## config.mk

```make
export PLATFORM = sky130hd
export DESIGN_NAME = scr_mem_arb
export DESIGN_NICKNAME = d
export VERILOG_FILES = /design/src/rtl/scr_mem_arb.sv
export SDC_FILE = /design/constraint.sdc
export NUM_CORES = 1
export LEC_CHECK = 0
export ABC_AREA = 1
export BUFFER_PORTS_ARGS = -buffer_cell sky130_fd_sc_hd__buf_2
export CORE_MARGIN = 5
export CORE_UTILIZATION = 55
export CTS_CLUSTER_DIAMETER = 200
export DETAILED_ROUTE_END_ITERATION = 12
export GPL_ROUTABILITY_DRIVEN = 0
export PLACE_DENSITY = 0.77
export SLEW_MARGIN = 20
export SYNTH_ARGS = -nofsm -noshare
export SYNTH_HDL_FRONTEND = slang
export SYNTH_SLANG_ARGS = --single-unit
```

## constraint.sdc

```tcl
create_clock -name i_clk -period 3 [get_ports i_clk]
set_clock_uncertainty 0.15 [all_clocks]
set_input_delay 0.45 -clock i_clk [delete_from_list [all_inputs] [get_ports i_clk]]
set_output_delay 0.45 -clock i_clk [all_outputs]
set_load 0.02 [all_outputs]
```

## src/rtl/scr_mem_arb.sv

```systemverilog
// Screen RAM port arbiter: renderer fetches take priority, host writes drain from a small FIFO
// in free cycles, and host reads issue only once the FIFO is empty so they observe earlier writes.
module scr_mem_arb #(
  parameter int ADDR_W     = 13,
  parameter int DATA_W     = 8,
  parameter int FIFO_DEPTH = 4
) (
  input  logic              i_clk,
  input  logic              i_rst,
  input  logic              i_disp_active,
  input  logic [ADDR_W-1:0] i_disp_addr,
  input  logic              i_host_wr_valid,
  input  logic [ADDR_W-1:0] i_host_wr_addr,
  input  logic [DATA_W-1:0] i_host_wr_data,
  output logic              o_host_wr_ready,
  input  logic              i_host_rd_valid,
  input  logic [ADDR_W-1:0] i_host_rd_addr,
  output logic              o_host_rd_ready,
  output logic [DATA_W-1:0] o_host_rd_data,
  output logic              o_host_rd_done,
  output logic [ADDR_W-1:0] o_mem_addr,
  output logic [DATA_W-1:0] o_mem_wdata,
  output logic              o_mem_we,
  input  logic [DATA_W-1:0] i_mem_rdata
);

  localparam int PTR_W = $clog2(FIFO_DEPTH);
  localparam int CNT_W = PTR_W + 1;

  typedef enum logic [1:0] {
    ST_IDLE,
    ST_RD_PEND,
    ST_RD_CAP
  } rd_state_t;

  logic [ADDR_W-1:0] r_fifo_addr [FIFO_DEPTH];
  logic [DATA_W-1:0] r_fifo_data [FIFO_DEPTH];
  logic [PTR_W-1:0]  r_wr_ptr;
  logic [PTR_W-1:0]  r_rd_ptr;
  logic [CNT_W-1:0]  r_count;

  rd_state_t         r_state;
  logic [ADDR_W-1:0] r_rd_addr;
  logic [DATA_W-1:0] r_rd_data;
  logic              r_rd_done;

  logic w_fifo_empty;
  logic w_fifo_full;
  logic w_push;
  logic w_pop;
  logic w_rd_accept;
  logic w_rd_issue;

  assign w_fifo_empty = (r_count == '0);
  assign w_fifo_full  = (r_count == CNT_W'(FIFO_DEPTH));

  assign o_host_wr_ready = !w_fifo_full && !i_rst;
  assign o_host_rd_ready = (r_state == ST_IDLE) && !i_rst;

  assign w_push      = i_host_wr_valid && o_host_wr_ready;
  assign w_rd_accept = i_host_rd_valid && o_host_rd_ready;
  // Pop uses the registered count, so a word pushed this cycle cannot leave until the next one.
  assign w_pop       = !i_rst && !i_disp_active && !w_fifo_empty;
  assign w_rd_issue  = (r_state == ST_RD_PEND) && !i_disp_active && w_fifo_empty;

  assign o_host_rd_data = r_rd_data;
  assign o_host_rd_done = r_rd_done;

  always_comb begin
    o_mem_addr  = i_disp_addr;
    o_mem_wdata = r_fifo_data[r_rd_ptr];
    o_mem_we    = 1'b0;
    if (w_pop) begin
      o_mem_addr = r_fifo_addr[r_rd_ptr];
      o_mem_we   = 1'b1;
    end else if (w_rd_issue) begin
      o_mem_addr = r_rd_addr;
    end
  end

  always_ff @(posedge i_clk) begin
    if (w_push) begin
      r_fifo_addr[r_wr_ptr] <= i_host_wr_addr;
      r_fifo_data[r_wr_ptr] <= i_host_wr_data;
    end
  end

  always_ff @(posedge i_clk) begin
    if (i_rst) begin
      r_wr_ptr <= '0;
      r_rd_ptr <= '0;
      r_count  <= '0;
    end else begin
      if (w_push) begin
        r_wr_ptr <= r_wr_ptr + 1'b1;
      end
      if (w_pop) begin
        r_rd_ptr <= r_rd_ptr + 1'b1;
      end
      case ({w_push, w_pop})
        2'b10:   r_count <= r_count + 1'b1;
        2'b01:   r_count <= r_count - 1'b1;
        default: r_count <= r_count;
      endcase
    end
  end

  // Capture happens one cycle after issue; the port is free again during capture.
  always_ff @(posedge i_clk) begin
    if (i_rst) begin
      r_state   <= ST_IDLE;
      r_rd_addr <= '0;
      r_rd_data <= '0;
      r_rd_done <= 1'b0;
    end else begin
      r_rd_done <= 1'b0;
      case (r_state)
        ST_IDLE: begin
          if (w_rd_accept) begin
            r_rd_addr <= i_host_rd_addr;
            r_state   <= ST_RD_PEND;
          end
        end
        ST_RD_PEND: begin
          if (w_rd_issue) begin
            r_state <= ST_RD_CAP;
          end
        end
        ST_RD_CAP: begin
          r_rd_data <= i_mem_rdata;
          r_rd_done <= 1'b1;
          r_state   <= ST_IDLE;
        end
        default: r_state <= ST_IDLE;
      endcase
    end
  end

endmodule

```

# [Yosys cells after proc, flatten, opt, wreduce, memory -nomap -nowiden]
# Memories as Yosys holds them, arrays and structs flattened. A register that Yosys moved wholly into a read port is not among the register bits.
# Index checks and enable logic that the tools add are counted.
# Widths: inputs -> output; s select.
[totals] reg_bits=31 elab_cells=51 mem_count=2 out_inout_bits=33 in_bits=60 ram_bits=84
[mem_list] name="r_fifo_addr" depth=4 word_bits=13 rd=1 rd_ports_with_merged_regs=1 write_ports=1 line_no="36" source="logic [ADDR_W-1:0] r_fifo_addr [FIFO_DEPTH];"
[mem_list] name="r_fifo_data" depth=4 word_bits=8 rd=1 rd_ports_with_merged_regs=1 write_ports=1 line_no="37" source="logic [DATA_W-1:0] r_fifo_data [FIFO_DEPTH];"
[op_classes] reduce_logical=17 n_mux=14 add_sub_neg=4 eq_ne=7
[op_table] operator="$mux 13" count=2
[op_table] operator="$mux 2" count=6
[op_table] operator="$logic_and 1x1->1" count=8
[op_table] operator="$pmux 3 s2" count=1
[op_table] operator="$add 2x1->2 const B" count=2
[op_table] operator="$eq 2x1->1 const B" count=2
[op_table] operator="$eq 2x2->1 const B" count=2
[op_table] operator="$logic_not 1->1" count=4
[op_table] operator="$mux 1" count=4
[op_table] operator="$ne 2x2->1 const B" count=2
[op_table] operator="$pmux 2 s2" count=1
[op_table] operator="$reduce_and 2->1" count=2
[op_table] operator="$add 3x1->3 const B" count=1
[op_table] operator="$eq 3x3->1 const B" count=1
[op_table] operator="$logic_not 3->1" count=1
[op_table] operator="$sub 3x1->3 const B" count=1
[op_table] operator="$logic_not 2->1" count=1
[op_table] operator="$reduce_bool 2->1" count=1

# [Logic depth before layout (Yosys ltp)]
# Gate-level depths: netlist (run 1).
[depth] depth_word=6 mapped_depth=13

# [Worst setup path before layout (run 1)]
# OpenSTA, ideal clock, no wires.
[synth_path] kind="input to register" startpoint="input port i_rst" endpoint="register r_count[2]" t_required_ns=2.737 path_stages=12 slack_ns=0.721 arrival_ns=2.016 path_cell_list="nor2_1 -> nand2_2 -> inv_2 -> buf_6 -> ha_1 -> inv_1 -> fa_1 -> or2_2 -> nand2_1 -> nand2_1 -> nand2_1 -> nor2_1"
[synth_between] elab_chain_cells=5
[synth_rtl] element="from (decl)" line_no="9" source="input logic i_rst,"
[synth_rtl] element="$logic_not 1->1" line_no="57, 63"
[synth_rtl] element="$logic_and 1x1->1, on equally long branches" line_no="63, 57"
[synth_rtl] element="$logic_and 1x1->1, on equally long branches" line_no="63, 60"
[synth_rtl] element="$eq 2x1->1 / $eq 2x2->1 (equally long branches)" line_no="100" source="case ({w_push, w_pop})"
[synth_rtl] element="$pmux 3 s2 / $reduce_bool 2->1 (equally long branches)"
[synth_rtl] element="to (signal assigned)" line_no="101" source="2'b10: r_count <= r_count + 1'b1;"
[synth_rtl] element="to (signal assigned)" line_no="102" source="2'b01: r_count <= r_count - 1'b1;"
[synth_rtl] element="to (signal assigned)" line_no="103" source="default: r_count <= r_count;"
[synth_rtl] element="to (decl)" line_no="40" source="logic [CNT_W-1:0] r_count;"
# Parallel ways exist; a longest one is shown, timed or not.
# A chain may end at the register's enable or synchronous reset.

# [Worst setup path in the final report (run 1)]
[layout_path] startpoint="register r_count[0]" endpoint="output port o_mem_addr[8]"
[layout_between] elab_chain_cells=4
[layout_rtl] element="$logic_not 3->1 (*)" line_no="54" source="assign w_fifo_empty = (r_count == '0);"
[layout_rtl] element="$logic_and 1x1->1 / $logic_not 1->1 (equally long branches)" line_no="64, 63"
[layout_rtl] element="$mux 13 / $logic_and 1x1->1 (equally long branches)" line_no="76, 63"
[layout_rtl] element="$mux 13 (*)" line_no="73" source="if (w_pop) begin"
[layout_rtl] element="to (decl)" line_no="21" source="output logic [ADDR_W-1:0] o_mem_addr,"
# Every way passes the cells marked *; elsewhere a longest branch is shown, timed or not.

==> results.cfg, run 1 <==
[die]
die_x_um = 104.8
io_pins = 93
coreArea_sq_um = 8763
chipHeight_um = 104.8
die-area_sq_um = 10990
rows = 34
start_util = 0.5645

[clock_tree]
insertion_delay_ns = 0.51
htree_levels = 4
cts-root-buf = clkbuf_8
clk_pin_slew_ns = 0.05
ctsResizeCount = 0
cts_inserted_buffers = 17
clockBufferDepth = 2
cts_sinks = 117
cts_tree = built

[power_and_ir_drop]
intPower_uw = 3295
irDropWorstVdd_uv = 551.9
power_frac_comb = 0.116
switchingPower_uw = 1001
switching_share = 0.2329
p_total_uw = 4296
clkPwrFrac = 0.461
p_leak_uw = 0.002676
power_frac_seq = 0.424
cellPowerDensity_nw_per_um2 = 691.4

[status]
status = completed

[placement]
io_buffers = 92
dp_worst_setup_slack_ns = 0.4547
hpwlAfterDp_um = 6916

[min_path]
hold_path_depth = 1
min_from = i_host_wr_addr[4]
min_path_type = primary input to flip-flop
whs_endpoint = r_fifo_addr[3][4]

[finish]
n_fill_cell = 607
nets = 672
area_delta_synth_final_pct = 25.59
drive_gt1_frac = 0.2294
multi_input_area_sq_um = 1420
final_common_cell = nand2_1
seq_area_sq_um = 3183
diodes = 0
layout_common_cells = nand2_1 (96), buf_2 (92), edfxtp_1 (84)

[detailed_routing]
wl_per_cell_um = 15.18
ant_nets = 0
drt_iter0_drc = 189
drc = 0
first_pass_iters = 4
wl_um = 11040
vias = 3828
drt-vias-per-instance = 5.265

[critical_path]
r2r-start = r_count[0]
rr_endpoint = r_count[2]
r2r_slack_ns = 0.68
path_class = flip-flop to primary output
end_kind = primary output
crit_arrival_ns = 2.11
r2r_cells = 11
cp.required_ns = 2.40
worstSetupStartpointType = flip-flop
crit_fanout = 15

[sta]
report.final.hold_viol_count = 0
finalCritPeriodShare = 0.9024
tns_ns = 0
slew_headroom = 0.4856
setup_viol = 0
grt_setup_unrepaired = no
final.min_clock_period_ns = 2.707
slew_violations = 0
setup_slack_ns = 0.2927
holdWs_ns = 0.01740
worstMarginPinSlew_ns = 0.7707
fmax_mhz = 369.4

[global_route]
antenna_found_initial = 0
overflow = 0
grt_max_degree = 43
grt_usage = 0.2037
grt_pass1_vias = 3766
grt_pass1_wl_um = 17710

[flow_run]
max-cap-violations = 0

[yosys]
syn_area_sq_um = 4947
synth_cell_types = 25
synth_area_per_cell_sq_um = 9.954
yosysWarnings = 0
syn-instance-count = 497
ys_ff_latch = 117
seq_area_frac_synth = 0.6434
synth_nets = 563
==> cells in the mapped netlist (all sizes together) <==
cell,n,share of area
nand2,100,0.079
edfxtp,84,0.51
nand3,79,0.080
inv,58,0.044
nor2,49,0.042
dfxtp,33,0.13
o21ai,33,0.033
a21oi,17,0.017
buf,13,0.018
clkbuf,11,0.0083
o22ai,8,0.010
ha,5,0.013
nand4,2,0.0025
a31oi,1,0.0013
clkinv,1,0.00076
fa,1,0.0040
nor3,1,0.0020
or2,1,0.0013
==> flip-flops by register name, indices dropped and copies added, names as in the netlist, named ones only <==
name and flops:
o_host_rd_data 8, o_host_rd_done 1, r_count 3, r_fifo_addr 52, r_fifo_data 32, r_rd_addr 13
r_rd_ptr 2, r_state 2, r_wr_ptr 2
==> per-layer routing <==
layer / vias to the layer above / track usage / part of all wire
li1: 1881 / - / -
met1: 1823 / 0.2381 / 0.39
met2: 107 / 0.3552 / 0.54
met3: 17 / 0.05549 / 0.057
met4: 0 / 0.08128 / 0.017
met5: - / 0 / 0
==> stage by stage <==
stage	instance area [sq um]	instances	util
6_report	6213	727	0.7090
3_3_place_gp	5508	683	0.6285
5_1_grt	6213	727	0.7090
4_1_cts	6213	727	0.7090
3_5_place_dp	5508	683	0.6285
2_1_floorplan	4947	497	-
==> timing repair <==
action | 4_1_cts | 5_1_grt
hold buffers | 12 | 0
endpoints found under the hold margin | 44 | 0
buffers inserted | 0 | 0
setup endpoints to repair | 0 | 0
==> power by group through the flow <==
| stage | clock network, uW | logic [uW] | registers, uW |
|---|---|---|---|
| after floorplan | 0 | 316 | 1850 |
| after detailed placement | 0 | 483 | 1850 |
| after global routing | 2070 | 552 | 1820 |
| after CTS | 2000 | 500 | 1820 |
| after global placement | 0 | 469 | 1850 |
| final | 1980 | 497 | 1820 |
==> area by class of cell <==
type / instances / area share
multi-input combinational: 297 / 0.2286
clock buffer: 20 / 0.06847
sequential: 117 / 0.5123
clock inverter: 12 / 0.02578
inverter: 59 / 0.03564
tap: 108 / 0.02175
timing repair buffer: 114 / 0.1075
==> worst max path at each step <==
stage,slack (ns),endpoint,from,depth (start not counted)
finish,0.29,o_mem_addr[8],r_count[0],8
CTS,0.27,o_mem_addr[8],r_count[0],8
global placement,0.52,r_count[2],i_rst,11
floorplan,0.72,r_count[2],i_rst,12
detailed placement,0.45,r_count[2],i_rst,11
global route,0.11,o_mem_addr[8],r_count[0],8
==> cells by family (layout without fill, tap and decap cells) <==
logic type                 count (synthesis)  after routing  share of synthesized area
DFF                                      117            117                     0.6434
AOI/OAI and AO/OA                         59             59                    0.06196
and+or+nand+nor                          232            232                     0.2064
adders and majority gates                  6              6                    0.01669
buffers and inverters                     83            205                    0.07157
==> critical path, stage by stage, from the launching register on <==
cell	delay, ns
dfxtp_1	0.30
inv_1	0.18
nand2_1	0.13
nor2_4	0.32
nand2_4	0.20
nand2_1	0.11
nand3_1	0.09
nand2_1	0.10
buf_2	0.17
Note: power is estimated with default switching activity, not from simulation.
==> run 2: changes to the inputs <==
Settings changed: REMOVE_ABC_BUFFERS set to 1.
Clock period 3 ns to 2.9 ns, I/O delays scaled along.
==> results.cfg, run 2 (synthesized netlist as in run 1, its figures left out) <==
[critical_path]
r2r_slack_ns = 0.69
slowest_stage = dfxtp_1
crit_fanout = 23
cp.buffers_inverters = 4
crit_chain = buf_4, inv_1, buf_4, nand2_1, nand3_1, nand2_1, nand2_1, nand3_1, buf_2
path_common_cell = nand2_1
cp.required_ns = 2.32
crit_arrival_ns = 2.06
path_class = flip-flop to primary output
cpPeakStageDelay_ns = 0.34
worstSetupStartpointType = flip-flop
crit_family = buffers and inverters
end_kind = primary output

[sta]
holdWs_ns = 0.01926
grt_setup_unrepaired = no
setup_slack_ns = 0.2514
setup_viol = 0
finalCritPeriodShare = 0.9133
final.min_clock_period_ns = 2.649
fmax_mhz = 377.6
tns_ns = 0
slew_headroom = 0.5066
slew_violations = 0
worstMarginPinSlew_ns = 0.7393
report.final.hold_viol_count = 0

[finish]
multi_input_area_sq_um = 1420
diodes = 0
final_util = 0.7246
seq_area_sq_um = 3183
nets = 689
max_flop_register = r_fifo_addr
fin_area_sq_um = 6350
largest_reg_flops = 52
area_delta_synth_final_pct = 28.35
drive_gt1_frac = 0.2331
final_common_cell = nand2_1
reg_top3 = r_fifo_addr (52), r_fifo_data (32), r_rd_addr (13)
n_fill_cell = 567
layout_common_cells = nand2_1 (96), buf_2 (92), edfxtp_1 (84)

[min_path]
min_path_type = primary input to flip-flop

[global_route]
grt_max_degree = 24
antenna_found_initial = 0
grt_usage = 0.2143
grt_pass1_wl_um = 18800
grt_pass1_vias = 3941
overflow = 0

[detailed_routing]
first_pass_iters = 5
wl_um = 11390
wl_per_cell_um = 15.32
vias = 3877
ant_nets = 0
drc = 0
drt-vias-per-instance = 5.218
drt_iter0_drc = 258

[die]
coreArea_sq_um = 8763
io_pins = 93
die-area_sq_um = 10990
chipHeight_um = 104.8
rows = 34
start_util = 0.5645
die_x_um = 104.8

[status]
status = completed

[power_and_ir_drop]
cellPowerDensity_nw_per_um2 = 682.3
clkPwrFrac = 0.442
intPower_uw = 3252
irDropWorstVdd_uv = 522.1
switching_share = 0.2495
power_frac_seq = 0.435
p_leak_uw = 0.002722
switchingPower_uw = 1081
power_frac_comb = 0.124

[clock_tree]
clk_pin_slew_ns = 0.05
ctsResizeCount = 0
insertion_delay_ns = 0.50
cts_inserted_buffers = 17
htree_levels = 4
cts_tree = built
clockBufferDepth = 2
cts_sinks = 117
cts-root-buf = clkbuf_8

[placement]
dpl_cell_area_sq_um = 5558
io_buffers = 92
hpwlAfterDp_um = 7303
dp_worst_setup_slack_ns = 0.5425

[flow_run]
max-cap-violations = 0
run 2: cell types whose count changed in the layout (fill, tap and decap cells not counted), sizes merged:
cell / previous run / this run
dlygate4sd3: 12 / 24
buf: 102 / 107
inv: 58 / 59
clkbuf: 20 / 17
clkinvlp: 0 / 3
bufinv: 4 / 2
run 2: worst register-to-register path: cells and delay by family, from the launching register on:
kind | cells | cell delay, ns
fa+ha+maj | 2 | 0.52
buf+inv | 3 | 0.24
flops | 1 | 0.43
simple gates | 7 | 0.76
run 2: worst paths after layout:
path / startpoint / endpoint / cells past startpoint
setup / recovery: flip-flop / o_mem_addr[10] / 9
hold / removal: i_mem_rdata[3] / o_host_rd_data[3] / 3
setup reg to reg: r_count[2] / r_count[2] / 12
hold reg to reg: r_rd_addr[7] / r_rd_addr[7] / 2
run 2: final cells by class:
class	count	area share
flip-flops and latches	117	0.5013
multi-input cells	297	0.2236
repair buffers	131	0.1320
clock buffers	17	0.06522
inverters	59	0.03488
clock inverters	14	0.02167
well taps	108	0.02128
run 2: power by group through the flow:
stage,Clock [uW],Sequential (uW),Combinational [uW]
final,1910,1880,536
after global placement,0,1910,492
after floorplan,0,1930,289
after CTS,1940,1880,537
after detailed placement,0,1920,506
after global routing,2020,1890,594
run 2: what timing repair did:
item / in CTS / in global routing
buffers inserted: 0 / 0
endpoints found under the hold margin: 84 / 0
hold buffers: 24 / 0
run 2: per-stage QoR:
stage | std cells | total power (uW)
global route | 743 | 4502
CTS | 743 | 4361
finish | 743 | 4333
global placement | 688 | 2405
detailed placement | 688 | 2422
floorplan | 473 | 2217
run 2: layer usage:
metal | wire [um] | GRT usage | vias to the layer above
met2 | 5761 | 0.3602 | 145
li1 | - | - | 1929
met4 | 187 | 0.07763 | 0
met1 | 4637 | 0.2611 | 1785
met3 | 797 | 0.06597 | 18
met5 | 0 | 0 | -
